[src/rtl/mmio_pkg.sv]
// Shared constants and register decode for the MIPS MMIO bridge.
package mmio_pkg;

  localparam logic [31:0] MMIO_BASE = 32'hFFFF_0000;

  localparam logic [7:0] MMIO_GPIO   = 8'h00;
  localparam logic [7:0] MMIO_TCOUNT = 8'h04;
  localparam logic [7:0] MMIO_TCMP   = 8'h08;
  localparam logic [7:0] MMIO_STATUS = 8'h0C;
  localparam logic [7:0] MMIO_TXDATA = 8'h10;

  localparam int unsigned ST_MATCH = 0;
  localparam int unsigned ST_FULL  = 1;
  localparam int unsigned ST_EMPTY = 2;
  localparam int unsigned ST_OVF   = 3;

  typedef enum logic [2:0] {
    RegGpio,
    RegTcount,
    RegTcmp,
    RegStatus,
    RegTxdata,
    RegNone
  } mmio_reg_e;

  // Decode on the word index; byte-lane bits are ignored.
  function automatic mmio_reg_e mmio_decode(input logic [5:0] word);
    mmio_reg_e reg_sel;
    case (word)
      MMIO_GPIO[7:2]:   reg_sel = RegGpio;
      MMIO_TCOUNT[7:2]: reg_sel = RegTcount;
      MMIO_TCMP[7:2]:   reg_sel = RegTcmp;
      MMIO_STATUS[7:2]: reg_sel = RegStatus;
      MMIO_TXDATA[7:2]: reg_sel = RegTxdata;
      default:          reg_sel = RegNone;
    endcase
    return reg_sel;
  endfunction

endpackage

[src/rtl/tx_fifo.sv]
// Byte TX FIFO: circular buffer with extra-MSB pointers, registered head (no fall-through).
module tx_fifo #(
  parameter int unsigned FIFO_DEPTH = 4
) (
  input  logic                          clk,
  input  logic                          reset,
  input  logic                          i_push,
  input  logic [7:0]                    i_push_data,
  input  logic                          i_pop,
  output logic                          o_full,
  output logic                          o_empty,
  output logic [$clog2(FIFO_DEPTH):0]   o_count,
  output logic [7:0]                    o_head,
  output logic                          o_overflow_pulse
);

  localparam int unsigned AW = $clog2(FIFO_DEPTH);
  localparam logic [AW:0] DEPTH_CNT = (AW+1)'(FIFO_DEPTH);

  logic [7:0] r_mem [FIFO_DEPTH];
  logic [AW:0] r_wptr;
  logic [AW:0] r_rptr;
  logic        w_pop;
  logic        w_push_ok;

  assign o_count = r_wptr - r_rptr;
  assign o_empty = (r_wptr == r_rptr);
  assign o_full  = (o_count == DEPTH_CNT);

  assign w_pop            = i_pop & ~o_empty;
  // A pop frees the slot being written, so a full push is still accepted.
  assign w_push_ok        = i_push & (~o_full | w_pop);
  assign o_overflow_pulse = i_push & o_full & ~w_pop;

  assign o_head = o_empty ? 8'h00 : r_mem[r_rptr[AW-1:0]];

  always_ff @(posedge clk or posedge reset) begin
    if (reset) begin
      r_wptr <= '0;
      r_rptr <= '0;
    end else begin
      if (w_push_ok) r_wptr <= r_wptr + 1'b1;
      if (w_pop)     r_rptr <= r_rptr + 1'b1;
    end
  end

  always_ff @(posedge clk) begin
    if (w_push_ok) r_mem[r_wptr[AW-1:0]] <= i_push_data;
  end

endmodule

[src/rtl/mmio_bridge.sv]
// Address decoder plus GPIO, compare timer and TX FIFO behind the multicycle MIPS memory port.
// Define MMIO_TIMER_EN to build the timer, TCOUNT/TCMP registers and irq.
module mmio_bridge
  import mmio_pkg::*;
#(
  parameter int unsigned FIFO_DEPTH = 4,
  parameter int unsigned TIMER_DIV  = 1,
  parameter int unsigned RAM_AW     = 16
) (
  input  logic        clk,
  input  logic        reset,
  input  logic [31:0] adr,
  input  logic [31:0] writedata,
  input  logic        memwrite,
  output logic [31:0] readdata,
  output logic [31:0] ram_adr,
  output logic [31:0] ram_wd,
  output logic        ram_we,
  input  logic [31:0] ram_rd,
  output logic [31:0] gpio_out,
  output logic [7:0]  tx_data,
  output logic        tx_valid,
  input  logic        tx_ready,
  output logic        irq
);

  localparam int unsigned FIFO_AW = $clog2(FIFO_DEPTH);

  logic            w_ram_sel;
  logic            w_mmio_sel;
  mmio_reg_e       w_reg;
  logic            w_wr_gpio;
  logic            w_wr_status;
  logic            w_push;
  logic            w_pop;
  logic            w_full;
  logic            w_empty;
  logic            w_ovf_pulse;
  logic [FIFO_AW:0] w_fifo_count;
  logic [31:0]     w_status;
  logic [31:0]     w_tcount;
  logic [31:0]     w_tcmp;
  logic            w_match;

  logic [31:0]     r_gpio;
  logic            r_ovf;
  logic            w_ovf_d;

  assign w_ram_sel  = ((adr >> RAM_AW) == 32'h0);
  assign w_mmio_sel = (adr[31:8] == MMIO_BASE[31:8]);
  assign w_reg      = w_mmio_sel ? mmio_decode(adr[7:2]) : RegNone;

  assign ram_adr = adr;
  assign ram_wd  = writedata;
  assign ram_we  = memwrite & w_ram_sel;

  assign w_wr_gpio   = memwrite & (w_reg == RegGpio);
  assign w_wr_status = memwrite & (w_reg == RegStatus);
  assign w_push      = memwrite & (w_reg == RegTxdata);
  assign w_pop       = tx_valid & tx_ready;

  tx_fifo #(
    .FIFO_DEPTH(FIFO_DEPTH)
  ) u_tx_fifo (
    .clk              (clk),
    .reset            (reset),
    .i_push           (w_push),
    .i_push_data      (writedata[7:0]),
    .i_pop            (w_pop),
    .o_full           (w_full),
    .o_empty          (w_empty),
    .o_count          (w_fifo_count),
    .o_head           (tx_data),
    .o_overflow_pulse (w_ovf_pulse)
  );

  assign tx_valid = ~w_empty;

  // Overflow set has priority over a software clear in the same cycle.
  always_comb begin
    w_ovf_d = r_ovf;
    if (w_wr_status && writedata[ST_OVF]) w_ovf_d = 1'b0;
    if (w_ovf_pulse)                      w_ovf_d = 1'b1;
  end

  always_ff @(posedge clk or posedge reset) begin
    if (reset) begin
      r_gpio <= 32'h0;
      r_ovf  <= 1'b0;
    end else begin
      if (w_wr_gpio) r_gpio <= writedata;
      r_ovf <= w_ovf_d;
    end
  end

  assign gpio_out = r_gpio;

`ifdef MMIO_TIMER_EN
  localparam logic [31:0] PRESC_LAST = 32'(TIMER_DIV - 1);

  logic [31:0] r_presc;
  logic [31:0] r_tcount;
  logic [31:0] r_tcmp;
  logic        r_match;
  logic [31:0] w_presc_d;
  logic [31:0] w_tcount_d;
  logic [31:0] w_tcmp_d;
  logic        w_match_d;
  logic        w_tcount_upd;
  logic        w_wr_tcount;
  logic        w_wr_tcmp;

  assign w_wr_tcount = memwrite & (w_reg == RegTcount);
  assign w_wr_tcmp   = memwrite & (w_reg == RegTcmp);

  always_comb begin
    w_presc_d    = r_presc;
    w_tcount_d   = r_tcount;
    w_tcount_upd = 1'b0;
    w_tcmp_d     = w_wr_tcmp ? writedata : r_tcmp;
    if (w_wr_tcount) begin
      w_tcount_d   = writedata;
      w_presc_d    = 32'h0;
      w_tcount_upd = 1'b1;
    end else if (r_presc == PRESC_LAST) begin
      w_tcount_d   = r_tcount + 32'h1;
      w_presc_d    = 32'h0;
      w_tcount_upd = 1'b1;
    end else begin
      w_presc_d = r_presc + 32'h1;
    end
    // Match only fires when TCOUNT actually changes; the set beats a same-cycle clear.
    w_match_d = r_match;
    if (w_wr_status && writedata[ST_MATCH])    w_match_d = 1'b0;
    if (w_tcount_upd && (w_tcount_d == r_tcmp)) w_match_d = 1'b1;
  end

  always_ff @(posedge clk or posedge reset) begin
    if (reset) begin
      r_presc  <= 32'h0;
      r_tcount <= 32'h0;
      r_tcmp   <= 32'hFFFF_FFFF;
      r_match  <= 1'b0;
    end else begin
      r_presc  <= w_presc_d;
      r_tcount <= w_tcount_d;
      r_tcmp   <= w_tcmp_d;
      r_match  <= w_match_d;
    end
  end

  assign w_tcount = r_tcount;
  assign w_tcmp   = r_tcmp;
  assign w_match  = r_match;
`else
  assign w_tcount = 32'h0;
  assign w_tcmp   = 32'h0;
  assign w_match  = 1'b0;
`endif

  assign irq = w_match;

  always_comb begin
    w_status           = 32'h0;
    w_status[ST_MATCH] = w_match;
    w_status[ST_FULL]  = w_full;
    w_status[ST_EMPTY] = w_empty;
    w_status[ST_OVF]   = r_ovf;
  end

  always_comb begin
    readdata = 32'h0;
    if (w_ram_sel) begin
      readdata = ram_rd;
    end else begin
      case (w_reg)
        RegGpio:   readdata = r_gpio;
        RegTcount: readdata = w_tcount;
        RegTcmp:   readdata = w_tcmp;
        RegStatus: readdata = w_status;
        RegTxdata: readdata = 32'(w_fifo_count);
        default:   readdata = 32'h0;
      endcase
    end
  end

endmodule

[config.mk]
export PLATFORM = sky130hd
export DESIGN_NAME = mmio_bridge
export DESIGN_NICKNAME = d
export VERILOG_FILES = /design/src/rtl/mmio_pkg.sv /design/src/rtl/tx_fifo.sv /design/src/rtl/mmio_bridge.sv
export SDC_FILE = /design/constraint.sdc
export NUM_CORES = 1
export LEC_CHECK = 0
export CORE_AREA = 2 2 103 105
export CTS_BUF_LIST = sky130_fd_sc_hd__clkbuf_16
export DETAILED_ROUTE_END_ITERATION = 6
export DIE_AREA = 0 0 105 107
export PLACE_DENSITY_LB_ADDON = 0.3
export SYNTH_ARGS = -nofsm -noshare
export SYNTH_HDL_FRONTEND = slang
export SYNTH_SLANG_ARGS = --single-unit
[constraint.sdc]
create_clock -name clk -period 4.03 [get_ports clk]
set_clock_uncertainty 0.15 [all_clocks]
set_input_delay 0.403 -clock clk [delete_from_list [all_inputs] [get_ports clk]]
set_output_delay 0.403 -clock clk [all_outputs]
set_load 0.05 [all_outputs]
==> run_results.csv, run 1 <==
group,metric,value,unit
pwr,p_leak,2.70,nW
synth,synth_common_cells,"66 x buf_4, 39 x dfrtp_1, 32 x edfxtp_1",
cts,cts_hold_buffers,0,
synth,syn_nets,412,
cts,cts_resized,0,
pwr,finalPower,2.55,mW
drt,vias,3062,
floorplanning,start_util,39.9,%
setup_path,path_cells,"clkdlybuf4s50_1 -> or4_1 -> nor4_4 -> nand4_1 -> nor2_2 -> buf_12 -> a22o_1 -> buf_12",
cells_and_area,layout.nets,580,
grt,antenna_found_initial,1,
drt,wl,12500,um
setup_path,timing.rr.start,"u_tx_fifo.r_rptr[0]",
grt,grt_overflow,0,
cells_and_area,syn2layout_area_growth,63.9,%
synth,synth_adder_area_share,2.67,%
cts,worstSkewPairLatency,0.32,ns
synth,avgSynthCellArea,13.2,um^2
setup_path,cpPeakStageDelay,0.58,ns
setup_path,path_max_fanout,23,
floorplanning,rows,37,
cts,h-tree-depth,3,
drt,drcViolationCount,0,
drt,wire_per_inst,20.5,um
setup_path,crit_arrival,3.04,ns
cells_and_area,drive_gt1_share,20.5,%
synth,synth_most_common_cell,"buf_4",
grt,grt_pass1_wl,18900,um
hold_path,hold_path_startpoint,"u_tx_fifo.r_wptr[2]",
sta,worst_pin_slew,0.707,ns
synth,synth-simple-area-share,8.43,%
run_status,status,"completed",
cts,cts_buffers,9,
placed_design,dp_hpwl,9780,um
floorplanning,core_area,0.0101,mm^2
hold_path,hp-class,"flop to flop",
setup_path,setup.worst_path.end_class,"output pin",
job,maxCapViolCount,0,
synth,ys_warn_count,0,
synth,synth_top_area_cell,"dfrtp_1",
pwr,power.density,386,mW/mm^2
synth,async_flop_share,54.9,%
cts,post_cts_buffers,0,
sta,relSlewSlack,52.9,%
drt,drt_iter0_drc,137,
cells_and_area,num_antenna_cells,0,
setup_path,critPathLaunch,"adr[10]",
floorplanning,dieArea,0.0112,mm^2
synth,synth.distinct_cells,37,
pwr,ir_drop,0.225,mV
synth,synth_compound_area_share,7.59,%
placed_design,portBuffers,233,
sta,finalSetupTns,0,ns
placed_design,place.gp.congestion,0.810,
placed_design,place_area,0.00627,mm^2
floorplanning,num_io_pins,239,
sta,finalCritPeriodShare,89.2,%
grt,grt_pass1_vias,3298,
synth,synth-xor-area-share,1.31,%
sta,rsz0062_at_grt,"false",
synth,synth_edf_count,32,
setup_path,slowest_stage,"or4_1",
drt,viasPerCell,5.00,
synth,synthMuxAreaShare,17.0,%
synth,synth_top_family_by_area,"multiplexers",
placed_design,pre_cts_slack,0.442,ns
drt,ant_nets,0,
sta,layout_min_cycle_time,3.59,ns
synth,syn_inst,304,
cts,root_buffer,"clkbuf_16",
floorplanning,fp.dieW,105,um
cts,cts.path.max_buffers,2,
sta,fmax,0.278,GHz
setup_path,setup.worst_path.start_class,"input pin",
setup_path,critPathKind,"input pin to output pin",
cells_and_area,utilization,65.3,%
setup_path,crit_buf_inv,3,
setup_path,required,3.48,ns
cts,clkTransAtPathRegs,0.06,ns
synth,synthFlopType,"dfrtp_1",
setup_path,cpMostUsedCell,"buf_12",
sta,setup_viol_count_final,0,
cells_and_area,fin_area,0.00659,mm^2
grt,grt_max_degree,40,
synth,syn_area,0.00402,mm^2
synth,synth_top_area_share,24.3,%
setup_path,path_delay_family,"simple AND/OR/NAND/NOR gates",
grt,grt_util_all_layers,22.2,%
cts,cts.sinks,71,
sta,hold_viol_final,0,
synth,yosys-top-cells-area,"dfrtp_1 24%, edfxtp_1 24%, buf_4 12%, mux2_4 11%, a22o_1 6.1%",
synth,ys_ff_latch,71,
cts,cts_tree,"done",
floorplanning,die_h,107,um
sta,slew_viol_final,0,
drt,firstDrtPassIters,4,
sta,layout_setup_ws,0.437,ns
synth,yosysSeqAreaShare,48.1,%
==> worst register-to-register path, cell delays in order, from the launching register on <==
cell and delay (ns):
dfrtp_1 0.60, ha_1 0.33, fa_1 0.42, and3_1 0.17, o211ai_1 0.26, nor2b_1 0.45, and2_1 0.49
==> sequential cells by signal, indices dropped and copies added (netlist names) <==
| register | flops |
|---|---|
| u_tx_fifo.r_mem | 32 |
| u_tx_fifo.r_rptr | 3 |
| u_tx_fifo.r_wptr | 3 |
| gpio_out | 32 |
| r_ovf | 1 |
==> path summary, 6_finish.rpt <==
| kind | end | slack (ns) | cells past startpoint |
|---|---|---|---|
| max | readdata[31] | 0.44 | 8 |
| min | u_tx_fifo.r_wptr[2] | 0.34 | 1 |
| max reg2reg | u_tx_fifo.r_mem[0][7] | 0.80 | 6 |
| min reg2reg | u_tx_fifo.r_wptr[2] | 0.34 | 1 |
| max in group asynchronous | u_tx_fifo.r_wptr[1] | 2.99 | 3 |
| min in group asynchronous | gpio_out[6] | 0.36 | 3 |
==> layout make-up <==
type | instances | area, um^2
fill | 770 | 3500
timing repair buffer | 236 | 2650
sequential | 71 | 1940
multi-input combinational | 148 | 1500
clock buffer | 9 | 225
tap | 136 | 170
clock inverter | 7 | 95.1
inverter | 6 | 22.5
==> placed cells by master (no fill, tap or decap), types with 2 or more instances in the layout <==
master	Yosys	final
clkdlybuf4s50_1	0	200
dfrtp_1	39	39
edfxtp_1	32	32
mux2_4	30	30
buf_12	0	30
a22o_1	28	28
and2_1	14	14
clkbuf_16	0	9
mux4_2	8	8
nand2_1	7	7
ha_1	7	7
nand4_1	6	6
xnor2_1	6	6
buf_4	66	6
inv_1	6	5
o21ai_0	5	5
nand3_1	4	4
mux2_2	4	4
nor4_1	4	4
nor2_1	4	3
and3_1	3	3
and4_1	2	2
o221ai_1	2	2
clkinv_2	0	2
bufinv_16	0	2
==> per-layer routing <==
layer / track usage, % / share of wire, % / vias to the layer above
li1: - / - / 1393
met1: 26.5 / 39 / 1510
met2: 39.5 / 53 / 141
met3: 6.14 / 6.9 / 16
met4: 6.10 / 1.2 / 2
met5: 0 / 0.096 / -
==> power by group <==
part	internal, mW	switching, mW
Sequential	0.773	0.0582
Combinational	0.379	0.490
Clock	0.542	0.303
==> cells by family after synthesis <==
group / count (synthesis)
DFF: 71
muxes: 43
and+or+nand+nor: 53
adders and majority gates: 8
xor gates and xnor gates: 6
buffers and inverters: 85
AOI/OAI and AO/OA: 37
other: 1
==> through the flow <==
step / cells / hold slack (ns)
4_1_cts: 613 / 0.345
2_1_floorplan: 304 / 0.315
3_5_place_dp: 597 / 0.337
6_report: 613 / 0.340
3_3_place_gp: 597 / 0.330
5_1_grt: 613 / 0.352
(Power assumes the default switching activity.)
==> inputs of run 2 (changes only) <==
- CORE_AREA: 2 2 103 105 -> 2 2 131 82
- DIE_AREA: 0 0 105 107 -> 0 0 133 84
==> run_results.csv, run 2 (synthesis results as in run 1) <==
group,metric,value,unit
setup_path,critPathKind,"input pin to output pin",
setup_path,crit_arrival,2.93,ns
cells_and_area,final_cell_mix,"200 x clkdlybuf4s50_1, 39 x dfrtp_1, 32 x edfxtp_1, 30 x mux2_4, 28 x a22o_1",
cells_and_area,layout_commonest_cell,"clkdlybuf4s50_1",
floorplanning,fp.dieW,133,um
floorplanning,start_util,39.7,%
sta,relSlewSlack,57.7,%
placed_design,portBuffers,233,
pwr,p_leak,2.69,nW
setup_path,path_cells,"clkdlybuf4s50_1 -> or4_4 -> nor4_4 -> nand4_1 -> nor2_2 -> buf_4 -> a22o_1 -> buf_12",
drt,vias,3010,
cts,cts_buffers,9,
drt,firstDrtPassIters,4,
cts,cts_resized,0,
sta,rsz0062_at_grt,"false",
grt,grt_util_all_layers,21.4,%
setup_path,cpPeakStageDelay,0.55,ns
sta,slew_viol_final,0,
cells_and_area,nFillCells,753,
sta,hold_viol_final,0,
grt,antenna_found_initial,0,
floorplanning,num_io_pins,239,
placed_design,dp_hpwl,9320,um
cts,worstSkewPairLatency,0.33,ns
drt,ant_nets,0,
drt,wl,11800,um
cells_and_area,syn2layout_area_growth,62.4,%
cells_and_area,utilization,64.5,%
cts,post_cts_buffers,0,
cells_and_area,drive_gt1_share,20.7,%
sta,worst_pin_slew,0.632,ns
sta,finalSetupTns,0,ns
grt,grt_pass1_vias,3134,
pwr,power.density,389,mW/mm^2
hold_path,hp-class,"flop to flop",
cells_and_area,num_antenna_cells,0,
drt,wire_per_inst,19.1,um
setup_path,path_max_fanout,29,
cts,clkTransAtPathRegs,0.05,ns
sta,finalCritPeriodShare,86.4,%
sta,layout_min_cycle_time,3.48,ns
drt,drt_iter0_drc,58,
cells_and_area,layout.nets,582,
floorplanning,die_h,84,um
floorplanning,core_area,0.0101,mm^2
floorplanning,rows,29,
pwr,ir_drop,0.329,mV
drt,drcViolationCount,0,
grt,grt_pass1_wl,17800,um
cts,cts_hold_buffers,0,
cts,root_buffer,"clkbuf_16",
sta,fmax,0.287,GHz
placed_design,place.gp.congestion,0.792,
run_status,status,"completed",
cts,cts_tree,"done",
cts,cts.sinks,71,
sta,setup_viol_count_final,0,
cts,h-tree-depth,3,
cts,cts.path.max_buffers,2,
floorplanning,dieArea,0.0112,mm^2
setup_path,setup.worst_path.start_class,"input pin",
job,maxCapViolCount,0,
setup_path,setup.worst_path.end_class,"output pin",
grt,grt_max_degree,40,
drt,viasPerCell,4.87,
setup_path,slowest_stage,"or4_4",
grt,grt_overflow,0,
setup_path,required,3.48,ns
[run 2: report_power, final]
part	internal (mW)	switching [mW]
clock network	0.538	0.292
registers	0.774	0.0321
logic	0.386	0.517
[run 2: per-layer routing]
layer | part of all wire (%) | track usage, % | vias up | wire [um]
li1 | - | - | 1402 | -
met1 | 41 | 26.5 | 1477 | 4900
met2 | 51 | 36.2 | 117 | 6030
met3 | 6.3 | 6.92 | 14 | 750
met4 | 1.2 | 5.47 | 0 | 146
met5 | 0 | 0 | - | 0
[run 2: critical path, delay by kind of cell]
family                 cells  cell delay (ns)
AND/OR/NAND/NOR            4             1.35
buffers and inverters      3             0.89
AO/OA/AOI/OAI              1             0.25
[run 2: per-stage QoR]
stage                     area (um^2)  setup slack (ns)  instances  power, mW  hold slack, ns
after floorplan                  4020             0.880        304       1.44           0.315
after global placement           6220             0.625        602       1.71           0.333
after detailed placement         6220             0.580        602       1.73           0.345
after CTS                        6530             0.565        618       2.56           0.352
after global routing             6530             0.433        618       2.64           0.369
final                            6530             0.549        618       2.54           0.342
[run 2: final timing paths]
check / from / end / slack [ns] / cells after the start
max reg2reg: u_tx_fifo.r_rptr[1] / u_tx_fifo.r_mem[0][0] / 0.96 / 7
min in group asynchronous: reset / gpio_out[20] / 0.38 / 3
max: adr[9] / readdata[4] / 0.55 / 8
min reg2reg: u_tx_fifo.r_wptr[2] / u_tx_fifo.r_wptr[2] / 0.34 / 1
min: u_tx_fifo.r_wptr[2] / u_tx_fifo.r_wptr[2] / 0.34 / 1
max in group asynchronous: reset / gpio_out[0] / 2.98 / 3
[run 2: area by class of cell]
type	count	area, um^2	area share [%]
timing repair buffer	238	2590	39.6
clock inverter	7	90.1	1.38
multi-input combinational	148	1500	22.9
inverter	6	22.5	0.345
clock buffer	9	225	3.45
tap	139	174	2.66
sequential	71	1940	29.6
==> inputs of run 3 (changes only) <==
- HOLD_SLACK_MARGIN: default -> 0.1
==> results of run 3 <==
Same layout as run 2: the final DEF is identical, and so are final timing and power.
